$ cat src/rtl/wave_sweep_sequencer.sv
// Frequency-sweep / burst sequencer for one waveform-generator channel.
// Drives freq_out and ch_en through dwell-timed linear up or up/down ramps.
module wave_sweep_sequencer #(
  parameter int FREQ_W  = 32,
  parameter int DWELL_W = 32,
  parameter int PASS_W  = 16
) (
  input  logic              clk,
  input  logic              rst_n,
  input  logic              start,
  input  logic              abort,
  input  logic              bidir,
  input  logic [FREQ_W-1:0] freq_start,
  input  logic [FREQ_W-1:0] freq_stop,
  input  logic [FREQ_W-1:0] freq_step,
  input  logic [DWELL_W-1:0] dwell,
  input  logic [PASS_W-1:0] passes,
  output logic [FREQ_W-1:0] freq_out,
  output logic              ch_en,
  output logic              busy,
  output logic              step_strobe,
  output logic              done,
  output logic              cfg_err
);

  typedef enum logic [2:0] {
    S_IDLE,
    S_SETTLE,
    S_UP,
    S_DOWN,
    S_FINISH
  } state_t;

  state_t              state, state_nxt;
  logic [FREQ_W-1:0]   freq_nxt;
  logic                ch_en_nxt, busy_nxt, strobe_nxt, done_nxt, err_nxt;
  logic [DWELL_W-1:0]  dwell_cnt, dwell_nxt;
  logic [PASS_W-1:0]   pass_cnt, pass_nxt, pass_inc;
  logic                latch, pass_end, expire, pass_hit;

  logic [FREQ_W-1:0]   cfg_start, cfg_stop, cfg_step;
  logic [DWELL_W-1:0]  cfg_reload;
  logic [PASS_W-1:0]   cfg_passes;
  logic                cfg_bidir;

  // Sums/differences are formed one bit wider so the ramp clamps instead of wrapping.
  function automatic logic [FREQ_W-1:0] sat_add(input logic [FREQ_W-1:0] f,
                                                 input logic [FREQ_W-1:0] inc,
                                                 input logic [FREQ_W-1:0] lim);
    logic [FREQ_W:0] sum;
    sum = {1'b0, f} + {1'b0, inc};
    if (sum >= {1'b0, lim}) sat_add = lim;
    else                    sat_add = sum[FREQ_W-1:0];
  endfunction

  function automatic logic [FREQ_W-1:0] sat_sub(input logic [FREQ_W-1:0] f,
                                                 input logic [FREQ_W-1:0] dec,
                                                 input logic [FREQ_W-1:0] lim);
    logic [FREQ_W:0] diff;
    diff = {1'b0, f} - {1'b0, dec};
    if (diff[FREQ_W] || (diff[FREQ_W-1:0] <= lim)) sat_sub = lim;
    else                                           sat_sub = diff[FREQ_W-1:0];
  endfunction

  // Counter reload value: a dwell of 0 behaves as 1.
  function automatic logic [DWELL_W-1:0] dwell_reload(input logic [DWELL_W-1:0] d);
    if (d == '0) dwell_reload = '0;
    else         dwell_reload = d - DWELL_W'(1);
  endfunction

  assign expire   = (dwell_cnt == '0);
  assign pass_inc = (&pass_cnt) ? pass_cnt : pass_cnt + PASS_W'(1);
  assign pass_hit = (cfg_passes != '0) && (pass_inc == cfg_passes);

  always_comb begin
    state_nxt  = state;
    freq_nxt   = freq_out;
    ch_en_nxt  = ch_en;
    strobe_nxt = 1'b0;
    done_nxt   = 1'b0;
    err_nxt    = 1'b0;
    dwell_nxt  = dwell_cnt;
    pass_nxt   = pass_cnt;
    latch      = 1'b0;
    pass_end   = 1'b0;

    case (state)
      S_IDLE: begin
        ch_en_nxt = 1'b0;
        if (start && !abort) begin
          if ((freq_step == '0) || (freq_stop < freq_start)) begin
            err_nxt = 1'b1;
          end else begin
            latch     = 1'b1;
            freq_nxt  = freq_start;
            pass_nxt  = '0;
            state_nxt = S_SETTLE;
          end
        end
      end
      S_SETTLE: begin
        state_nxt = S_UP;
        ch_en_nxt = 1'b1;
        dwell_nxt = cfg_reload;
      end
      S_UP: begin
        if (expire) begin
          dwell_nxt = cfg_reload;
          if (freq_out == cfg_stop) begin
            if (cfg_bidir && (cfg_stop != cfg_start)) state_nxt = S_DOWN;
            else                                      pass_end  = 1'b1;
          end else begin
            freq_nxt   = sat_add(freq_out, cfg_step, cfg_stop);
            strobe_nxt = 1'b1;
          end
        end else begin
          dwell_nxt = dwell_cnt - DWELL_W'(1);
        end
      end
      S_DOWN: begin
        if (expire) begin
          dwell_nxt = cfg_reload;
          if (freq_out == cfg_start) begin
            pass_end = 1'b1;
          end else begin
            freq_nxt   = sat_sub(freq_out, cfg_step, cfg_start);
            strobe_nxt = 1'b1;
          end
        end else begin
          dwell_nxt = dwell_cnt - DWELL_W'(1);
        end
      end
      S_FINISH: begin
        state_nxt = S_IDLE;
        ch_en_nxt = 1'b0;
      end
      default: begin
        state_nxt = S_IDLE;
        ch_en_nxt = 1'b0;
      end
    endcase

    // A repeated pass re-enters UP directly so the channel phase stays continuous.
    if (pass_end) begin
      pass_nxt = pass_inc;
      if (pass_hit) begin
        state_nxt = S_FINISH;
        ch_en_nxt = 1'b0;
        done_nxt  = 1'b1;
      end else begin
        state_nxt = S_UP;
        if (freq_out != cfg_start) begin
          freq_nxt   = cfg_start;
          strobe_nxt = 1'b1;
        end
      end
    end

    if (abort && (state != S_IDLE)) begin
      state_nxt  = S_IDLE;
      ch_en_nxt  = 1'b0;
      freq_nxt   = freq_out;
      strobe_nxt = 1'b0;
      done_nxt   = 1'b0;
    end

    busy_nxt = (state_nxt != S_IDLE);
  end

  always_ff @(posedge clk) begin
    if (!rst_n) begin
      state       <= S_IDLE;
      freq_out    <= '0;
      ch_en       <= 1'b0;
      busy        <= 1'b0;
      step_strobe <= 1'b0;
      done        <= 1'b0;
      cfg_err     <= 1'b0;
      dwell_cnt   <= '0;
      pass_cnt    <= '0;
    end else begin
      state       <= state_nxt;
      freq_out    <= freq_nxt;
      ch_en       <= ch_en_nxt;
      busy        <= busy_nxt;
      step_strobe <= strobe_nxt;
      done        <= done_nxt;
      cfg_err     <= err_nxt;
      dwell_cnt   <= dwell_nxt;
      pass_cnt    <= pass_nxt;
    end
  end

  always_ff @(posedge clk) begin
    if (latch) begin
      cfg_start  <= freq_start;
      cfg_stop   <= freq_stop;
      cfg_step   <= freq_step;
      cfg_reload <= dwell_reload(dwell);
      cfg_passes <= passes;
      cfg_bidir  <= bidir;
    end
  end

endmodule
$ cat config.mk
export PLATFORM = sky130hd
export DESIGN_NAME = wave_sweep_sequencer
export DESIGN_NICKNAME = d
export VERILOG_FILES = /design/src/rtl/wave_sweep_sequencer.sv
export SDC_FILE = /design/constraint.sdc
export NUM_CORES = 1
export LEC_CHECK = 0
export CORE_MARGIN = 2
export CORE_UTILIZATION = 35
export DETAILED_ROUTE_END_ITERATION = 7
export HOLD_SLACK_MARGIN = 0.12
export PLACE_DENSITY_LB_ADDON = 0.3
export SYNTH_ARGS = -nofsm -noshare
export SYNTH_HDL_FRONTEND = slang
export SYNTH_SLANG_ARGS = --single-unit
$ cat constraint.sdc
create_clock -name clk -period 10.3 [get_ports clk]
set_input_delay 1.545 -clock clk [delete_from_list [all_inputs] [get_ports clk]]
set_output_delay 1.545 -clock clk [all_outputs]
set_load 0.01 [all_outputs]
After elaboration in Yosys (flattened, before gate mapping)
Index checks and enable logic that the tools add are counted.
{"block": "word_totals", "regBits": 233, "inputBits": 149, "output_inout_bits": 37}
{"block": "op_classes", "bitwise": 2, "mux": 50, "eq_ne": 9, "addsub": 5, "reduce_logical": 23, "magnitude_cmp": 3}
{"op": "32-bit 2-to-1 mux", "n": 12}
{"op": "32-bit zero test", "n": 3}
{"op": "32-bit one-hot mux with 3 select lines", "n": 1}
{"op": "16-bit 2-to-1 mux", "n": 5}
{"op": "32-bit == test", "n": 2}
{"op": "32-bit inequality test", "n": 2}
{"op": "32-bit one-hot mux with 2 select lines", "n": 1}
{"op": "32-bit by 1-bit subtractor with 32-bit output (second input constant)", "n": 2}
{"op": "32-bit by 32-bit adder with 33-bit output", "n": 1}
{"op": "33-bit by 32-bit greater-or-equal comparator with 1-bit output", "n": 1}
{"op": "32-bit by 32-bit subtractor with 33-bit output", "n": 1}
{"op": "32-bit <= comparator", "n": 1}
{"op": "32-bit less-than comparator", "n": 1}
{"op": "3-bit 2-to-1 mux", "n": 8}
{"op": "1-bit 2-to-1 mux", "n": 19}
{"op": "16-bit by 1-bit adder with 16-bit output (second input constant)", "n": 1}
{"op": "16-bit == test", "n": 1}
{"op": "16-bit AND reduction", "n": 1}
{"op": "16-bit nonzero test", "n": 1}
{"op": "3-bit one-hot mux with 4 select lines", "n": 1}
{"op": "3-bit by 2-bit == test with 1-bit output (second input constant)", "n": 2}
{"op": "1-bit one-hot mux with 2 select lines", "n": 3}
{"op": "3-bit AND reduction", "n": 2}
{"op": "2-bit nonzero test", "n": 3}
{"op": "10 further kinds", "n": 17}

Logic depth before layout (Yosys ltp)
Gate-level depths: netlist of the first run.
{"block": "depth", "word_depth": 10, "mapped_depth": 24, "ltp_nobuf": 22}

Worst setup path before layout of the first run
OpenSTA, ideal clock, no wires.
{"block": "synth_timing", "path_kind": "input to register", "from": "input freq_start[30]", "to": "register freq_out[21]", "setup_time_ps": 94, "required_ps": 10206, "setup_slack_ps": 1930, "cell_stages": 11, "t_arrival_ps": 8276, "cell_sequence": "inv_1 ha_1 nand4_1 nor4_1 nand3_1 or3_1 o2bb2ai_1 clkbuf_1 buf_1 a2111oi_0 nor3_1"}
{"block": "synth_via", "elab_chain_len": 8}
{"item": "start: declaration", "line": "13", "rtl": "input logic [FREQ_W-1:0] freq_start,"}
{"item": "32-bit less-than comparator *", "line": "91", "rtl": "if ((freq_step == '0) || (freq_stop < freq_start)) begin"}
{"item": "1-bit logical OR *", "line": "91"}
{"item": "32-bit 2-to-1 mux *", "line": "91"}
{"item": "32-bit 2-to-1 mux *", "line": "90", "rtl": "if (start && !abort) begin"}
{"item": "32-bit one-hot mux with 3 select lines *", "line": "87", "rtl": "case (state)"}
{"item": "32-bit 2-to-1 mux", "line": "152", "rtl": "if (freq_out != cfg_start) begin"}
{"item": "32-bit 2-to-1 mux", "line": "146", "rtl": "if (pass_hit) begin"}
{"item": "32-bit 2-to-1 mux *", "line": "144", "rtl": "if (pass_end) begin"}
{"item": "end signal: assignment", "line": "183", "rtl": "freq_out <= freq_nxt;"}
{"item": "end: declaration", "line": "18", "rtl": "output logic [FREQ_W-1:0] freq_out,"}
Mark *: on every way between the ends. The rest lies on a longest branch, timed or not.
A chain may end at the register's enable or synchronous reset.

Worst setup path after layout of the first run
{"block": "layout_timing", "from": "register freq_out[6]", "to": "register freq_out[22]"}
{"block": "layout_via", "elab_chain_len": 10, "elab_cells_between_ends": 23, "classes_between": "2 x add/sub; 2 x order compare; 3 x eq/ne; 15 x mux; 1 x reduce/logical"}
{"item": "32-bit by 32-bit subtractor with 33-bit output", "line": "60", "rtl": "diff = {1'b0, f} - {1'b0, dec};"}
{"item": "32-bit <= comparator", "line": "61", "rtl": "if (diff[FREQ_W] || (diff[FREQ_W-1:0] <= lim)) sat_sub = lim;"}
{"item": "1-bit logical OR", "line": "61"}
{"item": "32-bit 2-to-1 mux", "line": "61"}
{"item": "32-bit 2-to-1 mux", "line": "123", "rtl": "if (freq_out == cfg_start) begin"}
{"item": "32-bit 2-to-1 mux", "line": "121", "rtl": "if (expire) begin"}
{"item": "32-bit one-hot mux with 3 select lines", "line": "87"}
{"item": "32-bit 2-to-1 mux", "line": "152"}
{"item": "32-bit 2-to-1 mux", "line": "146"}
{"item": "32-bit 2-to-1 mux *", "line": "144"}
Marked as above.

==> results of run 1 <==
-- logic make-up (layout without fill, tap and decap cells) --
family,Yosys count,count (layout)
AO/OA/AOI/OAI,620,620
XOR/XNOR,185,185
adder cells (fa/ha/maj),165,165
buffers and inverters,289,446
flip-flops,233,233
multiplexers,39,39
other,0,2
AND/OR/NAND/NOR,795,795
-- sequential cells by signal (all words and copies together), names as in the netlist, 3 cells and up --
register and cells:
cfg_reload 32, freq_out 32, cfg_stop 32, dwell_cnt 32
pass_cnt 16, state 3, cfg_start 32, cfg_passes 16
cfg_step 32
-- cell type report --
class                   count  area [um2]
flip-flops and latches    233        6120
fillers                  5356       31300
clock inverters            25         288
clock buffers              31         754
inverters                 181         679
well taps                 696         871
multi-input cells        1804       12100
diodes                      2        5.00
repair buffers            209        2040
-- layer usage --
layer,global-route usage,vias to the layer above,part of all wire
met5,0,-,0.0010
met4,0.111,12,0.048
met3,0.0404,169,0.070
met2,0.419,784,0.45
met1,0.338,8954,0.43
li1,-,8805,-
-- critical path: stages, from the launching register on --
cell	delay (ns)
sky130_fd_sc_hd__dfxtp_1	0.41
sky130_fd_sc_hd__ha_1	0.54
sky130_fd_sc_hd__nor2b_1	0.11
sky130_fd_sc_hd__a2111oi_0	0.70
sky130_fd_sc_hd__a21oi_1	0.26
sky130_fd_sc_hd__o21ai_0	0.45
sky130_fd_sc_hd__a41oi_1	0.28
sky130_fd_sc_hd__o22ai_1	0.21
sky130_fd_sc_hd__xnor2_1	0.19
sky130_fd_sc_hd__ha_1	0.25
sky130_fd_sc_hd__a211oi_1	0.19
sky130_fd_sc_hd__o21ai_0	0.17
sky130_fd_sc_hd__a2111oi_0	0.52
sky130_fd_sc_hd__o21ai_0	0.15
sky130_fd_sc_hd__o21ai_0	0.28
sky130_fd_sc_hd__and3_1	0.20
sky130_fd_sc_hd__buf_4	0.42
sky130_fd_sc_hd__mux2_2	0.40
sky130_fd_sc_hd__a211o_1	0.29
sky130_fd_sc_hd__a32o_1	0.22
-- final timing paths --
check	endpoint	startpoint	cells past startpoint
max	freq_out[22]$_SDFFE_PN0N_	freq_out[6]$_SDFFE_PN0N_	19
min	dwell_cnt[25]$_SDFFE_PN0P_	dwell_cnt[25]$_SDFFE_PN0P_	2
max reg2reg	freq_out[22]$_SDFFE_PN0N_	freq_out[6]$_SDFFE_PN0N_	19
min reg2reg	dwell_cnt[25]$_SDFFE_PN0P_	dwell_cnt[25]$_SDFFE_PN0P_	2
-- placed cells by master (no fill, tap or decap), types with 47 or more instances in the layout --
cell,count
sky130_fd_sc_hd__a21oi_1,157
sky130_fd_sc_hd__clkdlybuf4s50_1,185
sky130_fd_sc_hd__dfxtp_1,88
sky130_fd_sc_hd__edfxtp_1,145
sky130_fd_sc_hd__ha_1,163
sky130_fd_sc_hd__inv_1,180
sky130_fd_sc_hd__nand2_1,175
sky130_fd_sc_hd__nand3_1,67
sky130_fd_sc_hd__nand4_1,47
sky130_fd_sc_hd__nor2_1,211
sky130_fd_sc_hd__nor3_1,62
sky130_fd_sc_hd__nor4_1,67
sky130_fd_sc_hd__o21ai_0,147
sky130_fd_sc_hd__xnor2_1,77
sky130_fd_sc_hd__xor2_1,108
-- report_power, final --
part | switching (mW) | leakage [nW] | internal (mW) | total (mW)
logic | 0.433 | 6.52 | 0.271 | 0.704
clock network | 0.467 | 0.513 | 0.660 | 1.13
registers | 0.0530 | 2.04 | 1.03 | 1.09
total | 0.953 | 9.07 | 1.96 | 2.92
-- per-stage QoR --
| step | hold slack (ns) | total power, mW | instance area, um2 |
|---|---|---|---|
| after floorplan | 0.458 | 1.51 | 19300 |
| after global placement | 0.470 | 1.79 | 21800 |
| after detailed placement | 0.486 | 1.79 | 21800 |
| after CTS | 0.495 | 2.94 | 22800 |
| after global routing | 0.518 | 3.04 | 22800 |
| final | 0.498 | 2.92 | 22900 |
==> out/qor_table.md, run 1 <==
| Stage | Quantity | Reported |
|:---|:---|:---|
| run status | Run status | finished, final reports clean |
| finish | Fin cells | 3181 |
| timing | Final worst path period share | 0.615 |
| yosys | Total number of yosys warnings | 0 |
| cts | Insertion delay of the later-clocked pin in the worst-skew pair | 0.62 ns |
| yosys | Leading cell types by count after synthesis | 213 x sky130_fd_sc_hd__nor2_1, 180 x sky130_fd_sc_hd__inv_1, 175 x sky130_fd_sc_hd__nand2_1 |
| global route | Initial antenna violation count | 8 |
| timing | Max Transition Viols Final | 0 |
| cts | Post-CTS setup repair buffer count | 0 |
| finish | Area growth syn-to-layout | 18.6% |
| global route | Largest net degree at the start of global routing | 141 |
| power | Areal power density over the cells | 128 nW/um2 |
| route | Remaining number of nets flagged by the antenna check after routing | 0 |
| global route | Total routing usage reported by global routing | 0.258 |
| die | Effective utilization at floorplan | 0.356 |
| yosys | Proportion of synthesized area in mux cells | 0.0212 |
| cts | Post-CTS sizing | 0 |
| yosys | Post-synthesis sequential area ratio | 0.318 |
| yosys | Simple-gate share of the synthesized area | 0.205 |
| cts | Clk pin slew, worst setup/hold paths | 0.07 ns |
| route | Count of vias placed by the detailed router | 18700 |
| yosys | Adder-cell area share of the yosys netlist | 0.108 |
| cts | Number of clock sinks | 233 |
| route | Via density per instance | 5.89 |
| global route | Overflow left after global routing | 0 |
| cts | Clock Tree Root | sky130_fd_sc_hd__clkbuf_16 |
| die | Die Ht | 239 um |
| yosys | Share of the synthesized area in compound gates (AO/OA/AOI/OAI) | 0.207 |
| timing | Unrepaired setup endpoints after global routing | no |
| timing | Final worst-path setup slack | 3.96 ns |
| critical path | Reg2reg setup slack | 3.96 ns |
| finish | Final Net Count | 2773 |
| power | IR Drop Worst-Case VDD | 0.000125 V |
| route | Number of violations reported at the end of detailed-routing iteration 0 | 1943 |
| global route | Via count of the first global-routing pass | 18000 |
| timing | Setup Skew | 0.0271 ns |
| cts | Count of hold buffers inserted by post-cts repair | 0 |
| cts | Clock tree from TritonCTS | yes |
| die | Placeable core region | 54100 um2 |
| hold path | Classification of the worst-slack hold path | flip-flop to flip-flop |
| placement | DP Cell Count | 3123 |
| critical path | Maximum fanout encountered on the critical timing path | 40 |
| timing | Setup Total Neg Slack | 0 ns |
| yosys | Async set-or-reset flop fraction in the synthesized netlist | 0 |
| yosys | Parity-gate share of the synthesized area counting xor and xnor cells | 0.0841 |
| timing | Max-slew headroom at the worst pin | 0.126 |
| timing | Max Clock Freq | 158 MHz |
| critical path | Crit end category | flip-flop |
| die | Std cell rows | 85 |
| die | Die area | 56900 um2 |
| yosys | Largest family of logic cells by synthesized area | compound AO/OA/AOI/OAI gates |
| yosys | Distinct cell type count after synthesis | 79 |
| yosys | Area share of the leading cell type in the synthesized netlist | 0.226 |
| die | Top-level port count | 186 |
| timing | Time the final worst path needs with I/O delays and setup | 6.34 ns |
| yosys | Top cell type by total area after synthesis | sky130_fd_sc_hd__edfxtp_1 |
| finish | Proportion of layout cells with a drive suffix above 1 | 0.0459 |
| yosys | Post-Synthesis Cells | 2326 |
| yosys | Number of enable-type register cells in the synthesized netlist | 145 |
| route | Final routed wirelength across all metal layers | 75.1 mm |
| cts | Max H-tree Level | 1 |
| timing | Actual slew at the worst max-slew pin | 1.31 ns |
| yosys | Flip-flop and latch count after synthesis | 233 |
| timing | Count of endpoints failing hold in the final timing report | 0 |
| global route | Global-route wire length before repair | 112 mm |
| placement | Post-Place Setup Slack | 3.94 ns |
| placement | Number of buffer cells added on primary ports | 185 |
| power | Leakage | 9.07 nW |
| placement | Final weighted congestion of routability-driven global placement | 0.988 |
| critical path | Critical Path Start Type | flip-flop |
| route | Wire length per cell after detailed routing | 23.6 um |
| cts | Number of clock buffers inserted by TritonCTS | 30 |
| die | Die boundary width | 239 um |
| flow run | Max Cap Violations | 0 |
| placement | Dpl hpwl | 57.6 mm |
| yosys | Predominant post-synthesis flop cell | sky130_fd_sc_hd__edfxtp_1 |
| route | Router iterations before antenna repair | 8 |
| yosys | Syn Area/Cell | 8.28 um2 |
| critical path | Arrival time worst endpoint | 6.85 ns |
| critical path | Req. time, crit path | 10.81 ns |
| critical path | Worst setup path class | flip-flop to flip-flop |
| route | Residual DRC count | 0 |
| finish | Final Util | 0.422 |
| yosys | Post-synthesis cell area | 19300 um2 |
| yosys | Library cell with the highest instance count after synthesis | sky130_fd_sc_hd__nor2_1 |
| timing | Setup violators final | 0 |
| cts | Worst-case clock buffer depth | 3 |
| yosys | Number of nets in the synthesized netlist | 2640 |
| yosys | Largest cells by area after synthesis | sky130_fd_sc_hd__edfxtp_1 23%, sky130_fd_sc_hd__ha_1 11%, sky130_fd_sc_hd__dfxtp_1 9.1%, sky130_fd_sc_hd__xor2_1 4.9%, sky130_fd_sc_hd__nor2_1 4.2% |
(Power assumes the default switching activity.)
==> run 2: changes to the inputs <==
- clock period: 10.3 -> 5.9 ns (I/O delays scaled with it)
==> run 2 against run 1 <==
Setup slack worse by 3.7 ns. Core utilization is 1.3 points higher. Register-to-register slack worse by 3.7 ns. Hold slack worse by 0.0095 ns. Clock skew is 0.0026 ns higher. Final area is 3.1% higher. Clock power is 88% higher. Global-route usage is 0.077 points higher. Critical path depth is 2 higher. Critical endpoint is now freq_out[21]$_SDFFE_PN0N_. Largest cell class unchanged. Largest power group unchanged.
==> out/qor_table.md, run 2 (synthesized netlist as in run 1, its figures left out) <==
| Stage | Quantity | Reported | Change |
|:---|:---|:---|:---|
| run status | Run status | finished, final reports clean | unchanged |
| power | Areal power density over the cells | 225 nW/um2 | was 128 nW/um2 |
| cts | Clock tree from TritonCTS | yes | unchanged |
| die | Effective utilization at floorplan | 0.356 | unchanged |
| cts | Insertion delay of the later-clocked pin in the worst-skew pair | 0.62 ns | about the same |
| global route | Largest net degree at the start of global routing | 102 | was 141 |
| timing | Max Clock Freq | 176 MHz | was 158 MHz |
| route | Final routed wirelength across all metal layers | 75.5 mm | was 75.1 mm |
| hold path | Classification of the worst-slack hold path | flip-flop to flip-flop | unchanged |
| finish | Filler Cell Count | 5282 | was 5356 |
| timing | Final worst path period share | 0.963 | was 0.615 |
| cts | Number of clock sinks | 233 | unchanged |
| route | Remaining number of nets flagged by the antenna check after routing | 0 | unchanged |
| critical path | Critical Path Start Type | flip-flop | unchanged |
| power | Leakage | 9.51 nW | was 9.07 nW |
| cts | Max H-tree Level | 1 | unchanged |
| critical path | Maximum fanout encountered on the critical timing path | 8 | was 40 |
| route | Number of violations reported at the end of detailed-routing iteration 0 | 1608 | was 1943 |
| die | Placeable core region | 54100 um2 | unchanged |
| finish | Commonest non-fill, non-tap cells in the layout | 211 x sky130_fd_sc_hd__nor2_1, 185 x sky130_fd_sc_hd__clkdlybuf4s50_1, 180 x sky130_fd_sc_hd__inv_1 | unchanged |
| timing | Time the final worst path needs with I/O delays and setup | 5.68 ns | was 6.34 ns |
| finish | Final instance area | 23600 um2 | was 22900 um2 |
| timing | Max Transition Viols Final | 0 | unchanged |
| power | IR Drop Worst-Case VDD | 0.000225 V | was 0.000125 V |
| global route | Overflow left after global routing | 0 | unchanged |
| die | Top-level port count | 186 | unchanged |
| route | Count of vias placed by the detailed router | 18900 | was 18700 |
| placement | Final weighted congestion of routability-driven global placement | 0.981 | was 0.988 |
| cts | Clock Tree Root | sky130_fd_sc_hd__clkbuf_16 | unchanged |
| timing | Setup violators final | 0 | unchanged |
| finish | Final Util | 0.435 | was 0.422 |
| finish | Area growth syn-to-layout | 22.4% | was 18.6% |
| die | Die area | 56900 um2 | unchanged |
| global route | Global-route wire length before repair | 113 mm | was 112 mm |
| cts | Number of clock buffers inserted by TritonCTS | 30 | unchanged |
| timing | Unrepaired setup endpoints after global routing | no | unchanged |
| route | Via density per instance | 5.80 | was 5.89 |
| cts | Clk pin slew, worst setup/hold paths | 0.06 ns | was 0.07 ns |
| critical path | Worst setup path class | flip-flop to flip-flop | unchanged |
| timing | Count of endpoints failing hold in the final timing report | 0 | unchanged |
| critical path | Arrival time worst endpoint | 6.16 ns | was 6.85 ns |
| global route | Via count of the first global-routing pass | 18400 | was 18000 |
| global route | Total routing usage reported by global routing | 0.258 | about the same |
| critical path | Crit end category | flip-flop | unchanged |
| die | Std cell rows | 85 | unchanged |
| placement | Placed standard-cell area | 22400 um2 | was 21800 um2 |
| die | Die Ht | 239 um | unchanged |
| global route | Initial antenna violation count | 10 | was 8 |
| timing | Setup Skew | 0.0297 ns | was 0.0271 ns |
| finish | Proportion of layout cells with a drive suffix above 1 | 0.0766 | was 0.0459 |
| timing | Max-slew headroom at the worst pin | 0.163 | was 0.126 |
| cts | Post-CTS setup repair buffer count | 0 | unchanged |
| flow run | Max Cap Violations | 0 | unchanged |
| timing | Actual slew at the worst max-slew pin | 1.25 ns | was 1.31 ns |
| finish | Most common cell after layout, fill and taps aside | sky130_fd_sc_hd__nor2_1 | unchanged |
| route | Router iterations before antenna repair | 5 | was 8 |
| critical path | Req. time, crit path | 6.38 ns | was 10.81 ns |
| cts | Count of hold buffers inserted by post-cts repair | 0 | unchanged |
| route | Residual DRC count | 0 | unchanged |
| cts | Worst-case clock buffer depth | 3 | unchanged |
| placement | Dpl hpwl | 59.4 mm | was 57.6 mm |
| timing | Worst Hold Margin | 0.489 ns | was 0.498 ns |
| route | Wire length per cell after detailed routing | 23.2 um | was 23.6 um |
| placement | Number of buffer cells added on primary ports | 185 | unchanged |
| finish | Final Net Count | 2848 | was 2773 |
| die | Die boundary width | 239 um | unchanged |
## run 2: cell count changes in the layout (fill, tap and decap cells not counted), sizes merged
cell / change
buf: +75
bufinv: +3
clkbuf: +1
clkinv: -7
clkinvlp: +3
## run 2: area by class of cell
type	instances	area, um2	share of cell area
antenna	2	5.00	0.000212
clock buffer	32	778	0.0330
clock inverter	24	367	0.0156
inverter	181	679	0.0288
multi-input combinational	1804	12100	0.514
sequential	233	6120	0.259
tap	696	871	0.0369
timing repair buffer	284	2630	0.112
## run 2: per-layer routing
layer	routed length (um)	global-route usage
met5	91	0
met4	3470	0.106
met3	5380	0.0416
met2	33200	0.412
met1	33300	0.347
## run 2: report_power, final
part	total (mW)	internal (mW)	switching, mW
combinational	1.30	0.519	0.786
clock	2.12	1.31	0.813
sequential	1.88	1.80	0.0709
total	5.30	3.63	1.67
## run 2: worst paths after layout
check / startpoint / endpoint / slack, ns / cells past startpoint
worst max register to register: cfg_step[9]$_DFFE_PP_ / freq_out[21]$_SDFFE_PN0N_ / 0.22 / 21
worst max-delay path: cfg_step[9]$_DFFE_PP_ / freq_out[21]$_SDFFE_PN0N_ / 0.22 / 21
worst min register to register: dwell_cnt[25]$_SDFFE_PN0P_ / dwell_cnt[25]$_SDFFE_PN0P_ / 0.49 / 2
worst min-delay path: dwell_cnt[25]$_SDFFE_PN0P_ / dwell_cnt[25]$_SDFFE_PN0P_ / 0.49 / 2
## run 2: critical path, cell delays in order, from the launching register on
cell	delay, ns
sky130_fd_sc_hd__edfxtp_1	0.34
sky130_fd_sc_hd__inv_1	0.05
sky130_fd_sc_hd__ha_1	0.38
sky130_fd_sc_hd__or4_1	0.61
sky130_fd_sc_hd__nand4b_1	0.21
sky130_fd_sc_hd__a21oi_1	0.33
sky130_fd_sc_hd__nor2_1	0.17
sky130_fd_sc_hd__o31ai_2	0.34
sky130_fd_sc_hd__xnor2_1	0.18
sky130_fd_sc_hd__ha_1	0.35
sky130_fd_sc_hd__nand4_1	0.26
sky130_fd_sc_hd__nor4_4	0.53
sky130_fd_sc_hd__o31a_1	0.29
sky130_fd_sc_hd__o31a_1	0.21
sky130_fd_sc_hd__o21ai_1	0.10
sky130_fd_sc_hd__and3_2	0.26
sky130_fd_sc_hd__buf_4	0.18
sky130_fd_sc_hd__buf_4	0.16
sky130_fd_sc_hd__nand3_1	0.08
sky130_fd_sc_hd__o311ai_0	0.13
sky130_fd_sc_hd__a2111oi_1	0.29
sky130_fd_sc_hd__nor3_1	0.09
## run 2: per-stage QoR
| stage | cells | setup WS [ns] | power, mW | setup TNS, ns |
|---|---|---|---|---|
| finish | 3256 | 0.217 | 5.30 | 0 |
| global route | 3255 | 0.0000586 | 5.53 | 0 |
| CTS | 3254 | 0.120 | 5.33 | 0 |
| detailed placement | 3198 | -0.283 | 3.18 | -2.05 |
| global placement | 3198 | -0.131 | 3.17 | -0.231 |
| floorplan | 2326 | 0.536 | 2.63 | 0 |
## run 2: timing repair
| item | CTS | global route |
|---|---|---|
| pin swaps | 0 | 1 |
| gates resized for setup | 2 | 5 |
| endpoints found under the setup margin | 27 | 13 |
| endpoints found under the hold margin | 0 | 0 |
